--- src/rtl/rio_pkg.sv ---
// rio_pkg: watchdog state type, default headers and frame field offsets
// shared by rio_frame_io and rio_watchdog.
package rio_pkg;

  typedef enum logic [1:0] {
    WAIT_FIRST,
    RUN,
    EXPIRED
  } wd_state_t;

  localparam logic [31:0] HEADER_RX_DEF = 32'h74697277;
  localparam logic [31:0] HEADER_TX_DEF = 32'h64617461;

  function automatic logic [31:0] byte_swap32(input logic [31:0] w);
    return {w[7:0], w[15:8], w[23:16], w[31:24]};
  endfunction

  function automatic int rx_hdr_msb(input int bs);
    return bs - 1;
  endfunction

  function automatic int rx_vel_msb(input int bs, input int ch);
    return bs - 33 - 32 * ch;
  endfunction

  function automatic int rx_en_bit(input int bs, input int chans,
                                   input int ch);
    return bs - 33 - 32 * chans - ch;
  endfunction

  function automatic int tx_ts_msb(input int bs);
    return bs - 33;
  endfunction

  function automatic int tx_pos_msb(input int bs, input int ch);
    return bs - 65 - 32 * ch;
  endfunction

endpackage

--- src/rtl/rio_watchdog.sv ---
// rio_watchdog: traffic watchdog; saturating counter plus
// WAIT_FIRST/RUN/EXPIRED state machine kicked by accepted frames.
module rio_watchdog
  import rio_pkg::*;
#(
  parameter int TIMEOUT = 2700000
) (
  input  logic sysclk,
  input  logic rst,
  input  logic kick,
  output logic timeout,
  output logic expire_pulse
);

  localparam int CW = $clog2(TIMEOUT + 2);
  localparam logic [CW-1:0] LIMIT = CW'(TIMEOUT);

  wd_state_t state, state_nx;
  logic [CW-1:0] cnt, cnt_nx;

  always_ff @(posedge sysclk or posedge rst) begin
    if (rst) begin
      state <= WAIT_FIRST;
      cnt   <= '0;
    end else begin
      state <= state_nx;
      cnt   <= cnt_nx;
    end
  end

  // A kick always wins over expiry, even when cnt == LIMIT.
  always_comb begin
    state_nx     = state;
    cnt_nx       = cnt;
    expire_pulse = 1'b0;
    unique case (state)
      WAIT_FIRST: begin
        if (kick) begin
          state_nx = RUN;
          cnt_nx   = '0;
        end
      end
      RUN: begin
        if (kick) begin
          cnt_nx = '0;
        end else if (cnt == LIMIT) begin
          state_nx     = EXPIRED;
          expire_pulse = 1'b1;
        end else begin
          cnt_nx = cnt + 1'b1;
        end
      end
      EXPIRED: begin
        if (kick) begin
          state_nx = RUN;
          cnt_nx   = '0;
        end
      end
      default: begin
        state_nx = WAIT_FIRST;
        cnt_nx   = '0;
      end
    endcase
  end

  assign timeout = (state != RUN);

endmodule

--- src/rtl/rio_frame_io.sv ---
// rio_frame_io: unpacks N velocity/enable channels from the PC frame and
// snapshots positions into the TX frame. Option: RIO_RX_CHECKSUM_EN.
module rio_frame_io
  import rio_pkg::*;
#(
  parameter int          BUFFER_SIZE = 160,
  parameter int          CHANNELS    = 3,
  parameter int          TIMEOUT     = 2700000,
  parameter logic [31:0] HEADER_RX   = HEADER_RX_DEF,
  parameter logic [31:0] HEADER_TX   = HEADER_TX_DEF
) (
  input  logic                     sysclk,
  input  logic                     rst,
  input  logic                     sync,
  input  logic [BUFFER_SIZE-1:0]   rx_data,
  output logic [BUFFER_SIZE-1:0]   tx_data,
  input  logic [32*CHANNELS-1:0]   positions,
  output logic [32*CHANNELS-1:0]   velocities,
  output logic [CHANNELS-1:0]      enables,
  output logic                     timeout,
  output logic                     frame_valid,
  output logic [15:0]              frame_cnt,
  output logic [15:0]              err_cnt
);

  localparam int BS      = BUFFER_SIZE;
  localparam int CH      = CHANNELS;
  localparam int VW      = 32 * CHANNELS;
  localparam int HDR_MSB = rx_hdr_msb(BS);
  localparam int TS_MSB  = tx_ts_msb(BS);
  localparam int POS_MSB = tx_pos_msb(BS, 0);

  logic [2:0]    sync_sr;
  logic          sync_edge;
  logic [31:0]   timestamp;
  logic          hdr_ok;
  logic [VW-1:0] rx_vel;
  logic [CH-1:0] rx_en;
  logic [BS-1:0] tx_next;
  logic          acc_strobe;
  logic          acc_ok;
  logic [VW-1:0] acc_vel;
  logic [CH-1:0] acc_en;
  logic          accept;
  logic          reject;
  logic          expire;
  logic [CH-1:0] lat_en;
  logic          unused_rx;

  assign unused_rx = ^rx_data;

  always_ff @(posedge sysclk or posedge rst) begin
    if (rst) sync_sr <= '0;
    else     sync_sr <= {sync_sr[1:0], sync};
  end

  assign sync_edge = (sync_sr[2:1] == 2'b01);

  assign hdr_ok = (byte_swap32(rx_data[HDR_MSB -: 32]) == HEADER_RX);

  for (genvar i = 0; i < CH; i++) begin : g_rx
    localparam int VM = rx_vel_msb(BS, i);
    localparam int EB = rx_en_bit(BS, CH, i);
    assign rx_vel[32*i +: 32] = byte_swap32(rx_data[VM -: 32]);
    assign rx_en[i]           = rx_data[EB];
  end

`ifdef RIO_RX_CHECKSUM_EN
  localparam int NB = BS / 8;

  logic [7:0]    rx_xor;
  logic          pend;
  logic          pend_ok;
  logic [VW-1:0] vel_q;
  logic [CH-1:0] en_q;

  always_comb begin
    rx_xor = '0;
    for (int b = 1; b < NB; b++) rx_xor ^= rx_data[8*b +: 8];
  end

  // Header and checksum verdict are staged one cycle with the fields.
  always_ff @(posedge sysclk or posedge rst) begin
    if (rst) begin
      pend    <= 1'b0;
      pend_ok <= 1'b0;
      vel_q   <= '0;
      en_q    <= '0;
    end else begin
      pend    <= sync_edge;
      pend_ok <= hdr_ok && (rx_xor == rx_data[7:0]);
      vel_q   <= rx_vel;
      en_q    <= rx_en;
    end
  end

  assign acc_strobe = pend;
  assign acc_ok     = pend_ok;
  assign acc_vel    = vel_q;
  assign acc_en     = en_q;
`else
  assign acc_strobe = sync_edge;
  assign acc_ok     = hdr_ok;
  assign acc_vel    = rx_vel;
  assign acc_en     = rx_en;
`endif

  assign accept = acc_strobe & acc_ok;
  assign reject = acc_strobe & ~acc_ok;

  rio_watchdog #(
    .TIMEOUT (TIMEOUT)
  ) u_wd (
    .sysclk       (sysclk),
    .rst          (rst),
    .kick         (accept),
    .timeout      (timeout),
    .expire_pulse (expire)
  );

  always_ff @(posedge sysclk or posedge rst) begin
    if (rst) begin
      velocities  <= '0;
      lat_en      <= '0;
      frame_valid <= 1'b0;
      frame_cnt   <= '0;
      err_cnt     <= '0;
    end else begin
      frame_valid <= accept;
      if (expire) begin
        velocities <= '0;
        lat_en     <= '0;
      end
      if (accept) begin
        velocities <= acc_vel;
        lat_en     <= acc_en;
        frame_cnt  <= frame_cnt + 16'd1;
      end
      if (reject && err_cnt != 16'hFFFF) err_cnt <= err_cnt + 16'd1;
    end
  end

  assign enables = lat_en & ~{CH{timeout}};

  always_comb begin
    tx_next = '0;
    tx_next[BS-1 -: 32]   = byte_swap32(HEADER_TX);
    tx_next[TS_MSB -: 32] = byte_swap32(timestamp);
    for (int i = 0; i < CH; i++)
      tx_next[POS_MSB - 32*i -: 32] = byte_swap32(positions[32*i +: 32]);
  end

  always_ff @(posedge sysclk or posedge rst) begin
    if (rst) begin
      timestamp <= '0;
      tx_data   <= {byte_swap32(HEADER_TX), {(BS-32){1'b0}}};
    end else begin
      timestamp <= timestamp + 32'd1;
      if (sync_edge) tx_data <= tx_next;
    end
  end

endmodule

--- config.mk ---
export PLATFORM = sky130hd
export DESIGN_NAME = rio_frame_io
export DESIGN_NICKNAME = d
export VERILOG_FILES = /design/src/rtl/rio_pkg.sv /design/src/rtl/rio_watchdog.sv /design/src/rtl/rio_frame_io.sv
export SDC_FILE = /design/constraint.sdc
export NUM_CORES = 1
export LEC_CHECK = 0
export BUFFER_PORTS_ARGS = -buffer_cell sky130_fd_sc_hd__buf_2
export CAP_MARGIN = 20
export CORE_AREA = 2 2 218 220
export CTS_CLUSTER_SIZE = 30
export DETAILED_ROUTE_END_ITERATION = 16
export DIE_AREA = 0 0 220 222
export SYNTH_ARGS = -nofsm -noshare
export SYNTH_HDL_FRONTEND = slang
export SYNTH_SLANG_ARGS = --single-unit
--- constraint.sdc ---
create_clock -name sysclk -period 12.6 [get_ports sysclk]
set_input_delay 1.26 -clock sysclk [delete_from_list [all_inputs] [get_ports sysclk]]
set_output_delay 1.26 -clock sysclk [all_outputs]
set_load 0.01 [all_outputs]
==> results of run 1 <==
cells in the final DEF (no fill, tap or decap), types with 11 or more instances in the layout:
master	netlist	routed
a22o_1	100	100
buf_2	13	491
buf_4	32	11
clkbuf_16	0	38
conb_1	2	32
dfrtp_1	319	319
inv_1	17	16
nand2_1	415	415
nand3_1	33	33
nand4_1	23	23
nor2_1	20	20
nor3_1	11	11
nor4_1	16	16
xnor2_1	32	32
xor2_1	29	29
critical path: cells and delay by family:
family	cells	cell delay, ps
AND/OR/NAND/NOR	3	410
AO/OA/AOI/OAI	2	900
buffers and inverters	5	1820
through the flow:
step	hold WS, ps	instance area (sq um)	power [mW]
after floorplan	331	13000	1.28
after CTS	352	17200	2.57
after global routing	364	17200	2.64
after global placement	337	15900	1.41
final	351	17200	2.53
after detailed placement	338	15900	1.41
where the power goes:
group / switching, mW / leakage [nW] / internal (mW)
Combinational: 0.150 / 4.47 / 0.104
Sequential: 0.0499 / 4.18 / 1.09
Clock: 0.449 / 0.623 / 0.689
flip-flops by register name, summed over array words and instances (netlist names), 2 cells and up:
signal	cells
tx_data	128
velocities	96
timestamp	32
u_wd.cnt	22
err_cnt	16
frame_cnt	16
lat_en	3
sync_sr	3
u_wd.state	2
final timing paths:
kind,end,start,cells past startpoint,slack (ps)
max in group asynchronous,tx_data[36],rst,4,9620
worst max-delay path,velocities[25],rx_data[134],10,8570
worst min-delay path,sync_sr[1],sync_sr[0],0,350
worst min register to register,sync_sr[1],sync_sr[0],0,350
worst max register to register,velocities[25],sync_sr[1],7,9320
min in group asynchronous,velocities[2],rst,2,810
area by class of cell:
type / instances / share of cell area, %
flip-flops and latches: 319 / 46.4
multi-input cells: 821 / 26.2
repair buffers: 503 / 14.9
clock buffers: 51 / 6.28
well taps: 607 / 4.42
clock inverters: 13 / 1.28
inverters: 18 / 0.444
diodes: 4 / 0.0582
cell families after synthesis:
group,after synthesis
AOI/OAI and AO/OA,155
xor gates and xnor gates,61
adders and majority gates,5
buffers and inverters,115
DFF,319
muxes,1
other,2
and+or+nand+nor,567
metal layers:
| layer | global-route usage, % | wire (microns) | vias up |
|---|---|---|---|
| met5 | 0 | 29 | - |
| met4 | 4.09 | 784 | 4 |
| met3 | 5.45 | 3580 | 59 |
| met2 | 23.6 | 17300 | 405 |
| met1 | 17.4 | 15000 | 5067 |
| li1 | - | - | 5048 |
==> flow_summary.toml, run 1 <==
[sta]
rsz0062_at_grt = "false"
maxSlewViolCount = 0
period_needed_ps = 4030
final.setup.worst_slack_ps = 8570
fin_tns_setup_ps = 0
tightest_slew_ps = 1080
fmax_mhz = 248
hold_violations = 0
period_share_pct = 32.0
setup_viol = 0
max-slew-margin-rel_pct = 27.8
finClkSkew_ps = 20.4

[worst_setup_path]
crit_path_max_fanout = 77
start_kind = "input pin"
cp.required_ps = 13070
critPathKind = "in2reg"
crit_top_cell = "buf_4"
slowest_delay_ps = 710
end_kind = "register"
crit_arrival_ps = 4500
crit_slowest_cell = "buf_4"
crit_chain = "buf_2 -> nor4b_1 -> buf_4 -> and4_1 -> nand3_1 -> buf_4 -> clkinv_2 -> a21oi_4 -> buf_4 -> a22o_1"

[die]
core_region_area_sq_um = 46300
chipWidth_microns = 220
rows = 79
pin_count = 552
die_h_microns = 222
dieArea_sq_um = 48800
start_util_pct = 27.9

[clock_network]
ctsResizeCount = 0
cts_tree = "done"
cts-buffers-inserted = 38
cts-root-buf = "clkbuf_16"
clk_path_buf_depth = 3
clkSinkCount = 319
cts_hold_buf = 0
h-tree-depth = 2
clk_latency_ps = 550
clk_pin_slew_worst_paths_ps = 60
post_cts.repair.setup_buffers = 0

[synth]
synth_xor_area_share_pct = 4.14
synth_cell_types = 51
synth.avg_cell_area_sq_um = 10.5
synth_top_area_share_pct = 61.8
yosysTopAreaCell = "dfrtp_1"
yosys-top-cells-area = "dfrtp_1 62%, nand2_1 12%, a22o_1 6.8%"
yosys.area_share.simple_pct = 19.2
synthMuxAreaShare_pct = 0.0872
synthTopCellsByCount = "415 x nand2_1, 319 x dfrtp_1, 100 x a22o_1, 47 x clkbuf_1, 33 x nand3_1"
synth_top_family_by_area = "simple AND/OR/NAND/NOR gates"
synth_flop_cell = "dfrtp_1"
synth_edf_count = 0
synth_warnings = 0
synthAdderAreaFrac_pct = 0.484
synth_seq_cells = 319
synth_compound_area_share_pct = 9.82
synthMostInstantiatedCell = "nand2_1"
seq_area_frac_synth_pct = 61.8
synth_area_sq_um = 12900
netlist_instances = 1225
synthArstFlopShare_pct = 100

[detailed_routing]
drc = 0
drtAntennaViolNets = 0
routed_wl_mm = 36.7
vias_per_cell = 4.53
drtIter0Drc = 517
via_count = 10600
wire_per_inst_microns = 15.7
firstDrtPassIters = 5

[outcome]
outcome = "finished clean"

[finish]
num-nets-final = 1965
drive_gt1_share_pct = 33.2
seq_area_sq_um = 7980
fin_cells = 2336
area_growth_pct = 33.1
nFillCells = 4649
multi_input_area_sq_um = 4500
post-route-util_pct = 37.2

[place]
dp.cells = 2267
gp_congestion = 0.795
hpwlAfterDp_mm = 25.5
numPortBuffers = 490
dp_slack_ps = 8040

[power_and_ir_drop]
power_density_nw_per_um2 = 147
ir_worst_vdd_mv = 0.107
p_leak_nw = 9.27

[grt]
overflow = 0
grt_pass1_wl_mm = 56.0
antenna_found_initial = 7
grt_pass1_vias = 10300
grt_max_degree = 135
track_usage_pct = 14.3

[hold_path]
hp-class = "reg2reg"

[job]
drv_cap = 0
(Power assumes the default switching activity.)
==> run 2, diff against run 1 <==
--- a/config.mk
+++ b/config.mk
@@ -7,10 +7,10 @@
 export LEC_CHECK = 0
 export BUFFER_PORTS_ARGS = -buffer_cell sky130_fd_sc_hd__buf_2
 export CAP_MARGIN = 20
-export CORE_AREA = 2 2 218 220
+export CORE_AREA = 2 2 217 219
 export CTS_CLUSTER_SIZE = 30
 export DETAILED_ROUTE_END_ITERATION = 16
-export DIE_AREA = 0 0 220 222
+export DIE_AREA = 0 0 219 221
 export SYNTH_ARGS = -nofsm -noshare
 export SYNTH_HDL_FRONTEND = slang
 export SYNTH_SLANG_ARGS = --single-unit
==> constraint.sdc (replaced) <==
create_clock -name sysclk -period 3.3 [get_ports sysclk]
set_input_delay 0.33 -clock sysclk [delete_from_list [all_inputs] [get_ports sysclk]]
set_output_delay 0.33 -clock sysclk [all_outputs]
set_load 0.01 [all_outputs]
==> run 2 against run 1 <==
Compared with the run above:
- the run now ends with negative hold slack left
- utilization increased by 4.3 points
- routed wire length grew 8.0%
- die area shrank 0.90%
- cell area increased by 11%
- first-iteration DRC count is 7.4% higher
- via count rose by 9.2%
- clock power grew to 3.6 times the previous value
- critical path type is now reg2reg
- critical endpoint is now velocities[77]
- largest cell class unchanged
==> flow_summary.toml, run 2 (synthesized netlist as in run 1, its figures left out) <==
[die]
die_h_microns = 221
dieArea_sq_um = 48400
chipWidth_microns = 219
rows = 79
start_util_pct = 28.0
pin_count = 552
core_region_area_sq_um = 46100

[power_and_ir_drop]
power_density_nw_per_um2 = 505
clkPwrFrac_pct = 43.0
combPwrFrac_pct = 12.0
finalPower_mw = 9.64
p_seq_share_pct = 45.0
ir_worst_vdd_mv = 0.390
p_leak_nw = 10.1
internal_power_mw = 7.15
power.net_switching_mw = 2.49
netSwitchingFraction_pct = 25.9

[worst_setup_path]
cp.required_ps = 3720
critPathKind = "reg2reg"
end_kind = "register"
crit_path_max_fanout = 55
startpoint = "u_wd.cnt[0]"
r2r-start = "u_wd.cnt[0]"
crit_arrival_ps = 2860
start_kind = "register"

[sta]
setup_viol = 0
fin_tns_setup_ps = 0
whs_ps = -38.3
hold_violations = 18
final.setup.worst_slack_ps = 862
max-slew-margin-rel_pct = 43.4
finClkSkew_ps = 16.1
period_needed_ps = 2440
tightest_slew_ps = 849
period_share_pct = 73.9
maxSlewViolCount = 0
rsz0062_at_grt = "false"
fmax_mhz = 410

[clock_network]
h-tree-depth = 2
cts_hold_buf = 182
cts-root-buf = "clkbuf_16"
cts-buffers-inserted = 38
cts_tree = "done"
clk_latency_ps = 550
clk_path_buf_depth = 3
ctsResizeCount = 0
clk_pin_slew_worst_paths_ps = 60
post_cts.repair.setup_buffers = 0
clkSinkCount = 319

[detailed_routing]
firstDrtPassIters = 5
drc = 0
wire_per_inst_microns = 15.7
routed_wl_mm = 39.7
drtIter0Drc = 555
drtAntennaViolNets = 0
vias_per_cell = 4.57
via_count = 11600

[finish]
layout_common_cells = "490 x buf_2, 415 x nand2_1, 319 x dfrtp_1"
mostFrequentLayoutCell = "buf_2"
largest_reg_flops = 128
top_regs = "tx_data x128, velocities x96, timestamp x32"
post-route-util_pct = 41.4
max_flop_register = "tx_data"
nFillCells = 4339
drive_gt1_share_pct = 30.2
area_growth_pct = 47.8
num-nets-final = 2157

[grt]
grt_pass1_vias = 11700
grt_pass1_wl_mm = 61.9
grt_max_degree = 141
overflow = 0
antenna_found_initial = 2
track_usage_pct = 15.9

[hold_path]
hp-class = "in2async"

[job]
drv_cap = 0

[place]
gp_congestion = 0.800
numPortBuffers = 490
hpwlAfterDp_mm = 26.1
dp_slack_ps = 829

[outcome]
outcome = "complete, but fails checks"
failed_checks = "negative hold slack"
## run 2: changes by cell type in the layout (fill, tap and decap cells not counted), sizes merged
| cell | before | now |
|---|---|---|
| buf | 503 | 512 |
| bufinv | 4 | 2 |
| clkbuf | 51 | 54 |
| clkinv | 4 | 12 |
| clkinvlp | 4 | 1 |
| diode | 4 | 2 |
| dlygate4sd3 | 0 | 183 |
| inv | 19 | 16 |
## run 2: path summary, 6_finish.rpt
kind                                       end  slack (ps)  cells past startpoint
worst min register to register      sync_sr[1]         360                      0
worst max-delay path            velocities[77]         860                      8
min in group sysclk             velocities[16]          40                      2
worst max register to register  velocities[77]         860                      8
worst min-delay path               tx_data[30]         -40                      3
max in group asynchronous       velocities[15]        2620                      3
## run 2: final cells by class
| class | count | area (sq um) | share of cell area [%] |
|---|---|---|---|
| Inverter | 18 | 72.6 | 0.380 |
| Multi-Input combinational cell | 821 | 4500 | 23.6 |
| Clock buffer | 54 | 1080 | 5.67 |
| Sequential cell | 319 | 7980 | 41.8 |
| Antenna cell | 2 | 5.00 | 0.0262 |
| Tap cell | 607 | 759 | 3.98 |
| Timing Repair Buffer | 695 | 4510 | 23.6 |
| Clock inverter | 13 | 166 | 0.872 |
## run 2: worst max-delay path, cell delays in order, from the launching register on
cell and delay, ps:
dfrtp_1 420, inv_1 70, ha_1 130, nor4bb_1 340, nand4_1 270, nor2_1 310, a21oi_4 240, buf_12 280
a22o_1 220
## run 2: per-layer routing
| layer | up-vias | wire [microns] | GRT usage [%] |
|---|---|---|---|
| li1 | 5429 | - | - |
| met5 | - | 0 | 0 |
| met3 | 64 | 3270 | 5.10 |
| met1 | 5611 | 16300 | 18.9 |
| met4 | 0 | 914 | 4.49 |
| met2 | 451 | 19200 | 27.2 |
## run 2: metrics by stage
stage | area, sq um | instances | hold slack [ps]
final | 19100 | 2529 | -38.3
after global routing | 19100 | 2529 | 11.4
after CTS | 19100 | 2526 | 2.44
after detailed placement | 16000 | 2277 | 340
after global placement | 16000 | 2277 | 335
after floorplan | 13000 | 1255 | 331
## run 2: power groups by stage
stage               Sequential (mW)  Combinational [mW]  Clock, mW
floorplan                      4.50               0.389          0
global placement               4.39               0.981          0
detailed placement             4.40               0.996          0
CTS                            4.34                1.16       4.28
global route                   4.37                1.28       4.45
finish                         4.34                1.16       4.14
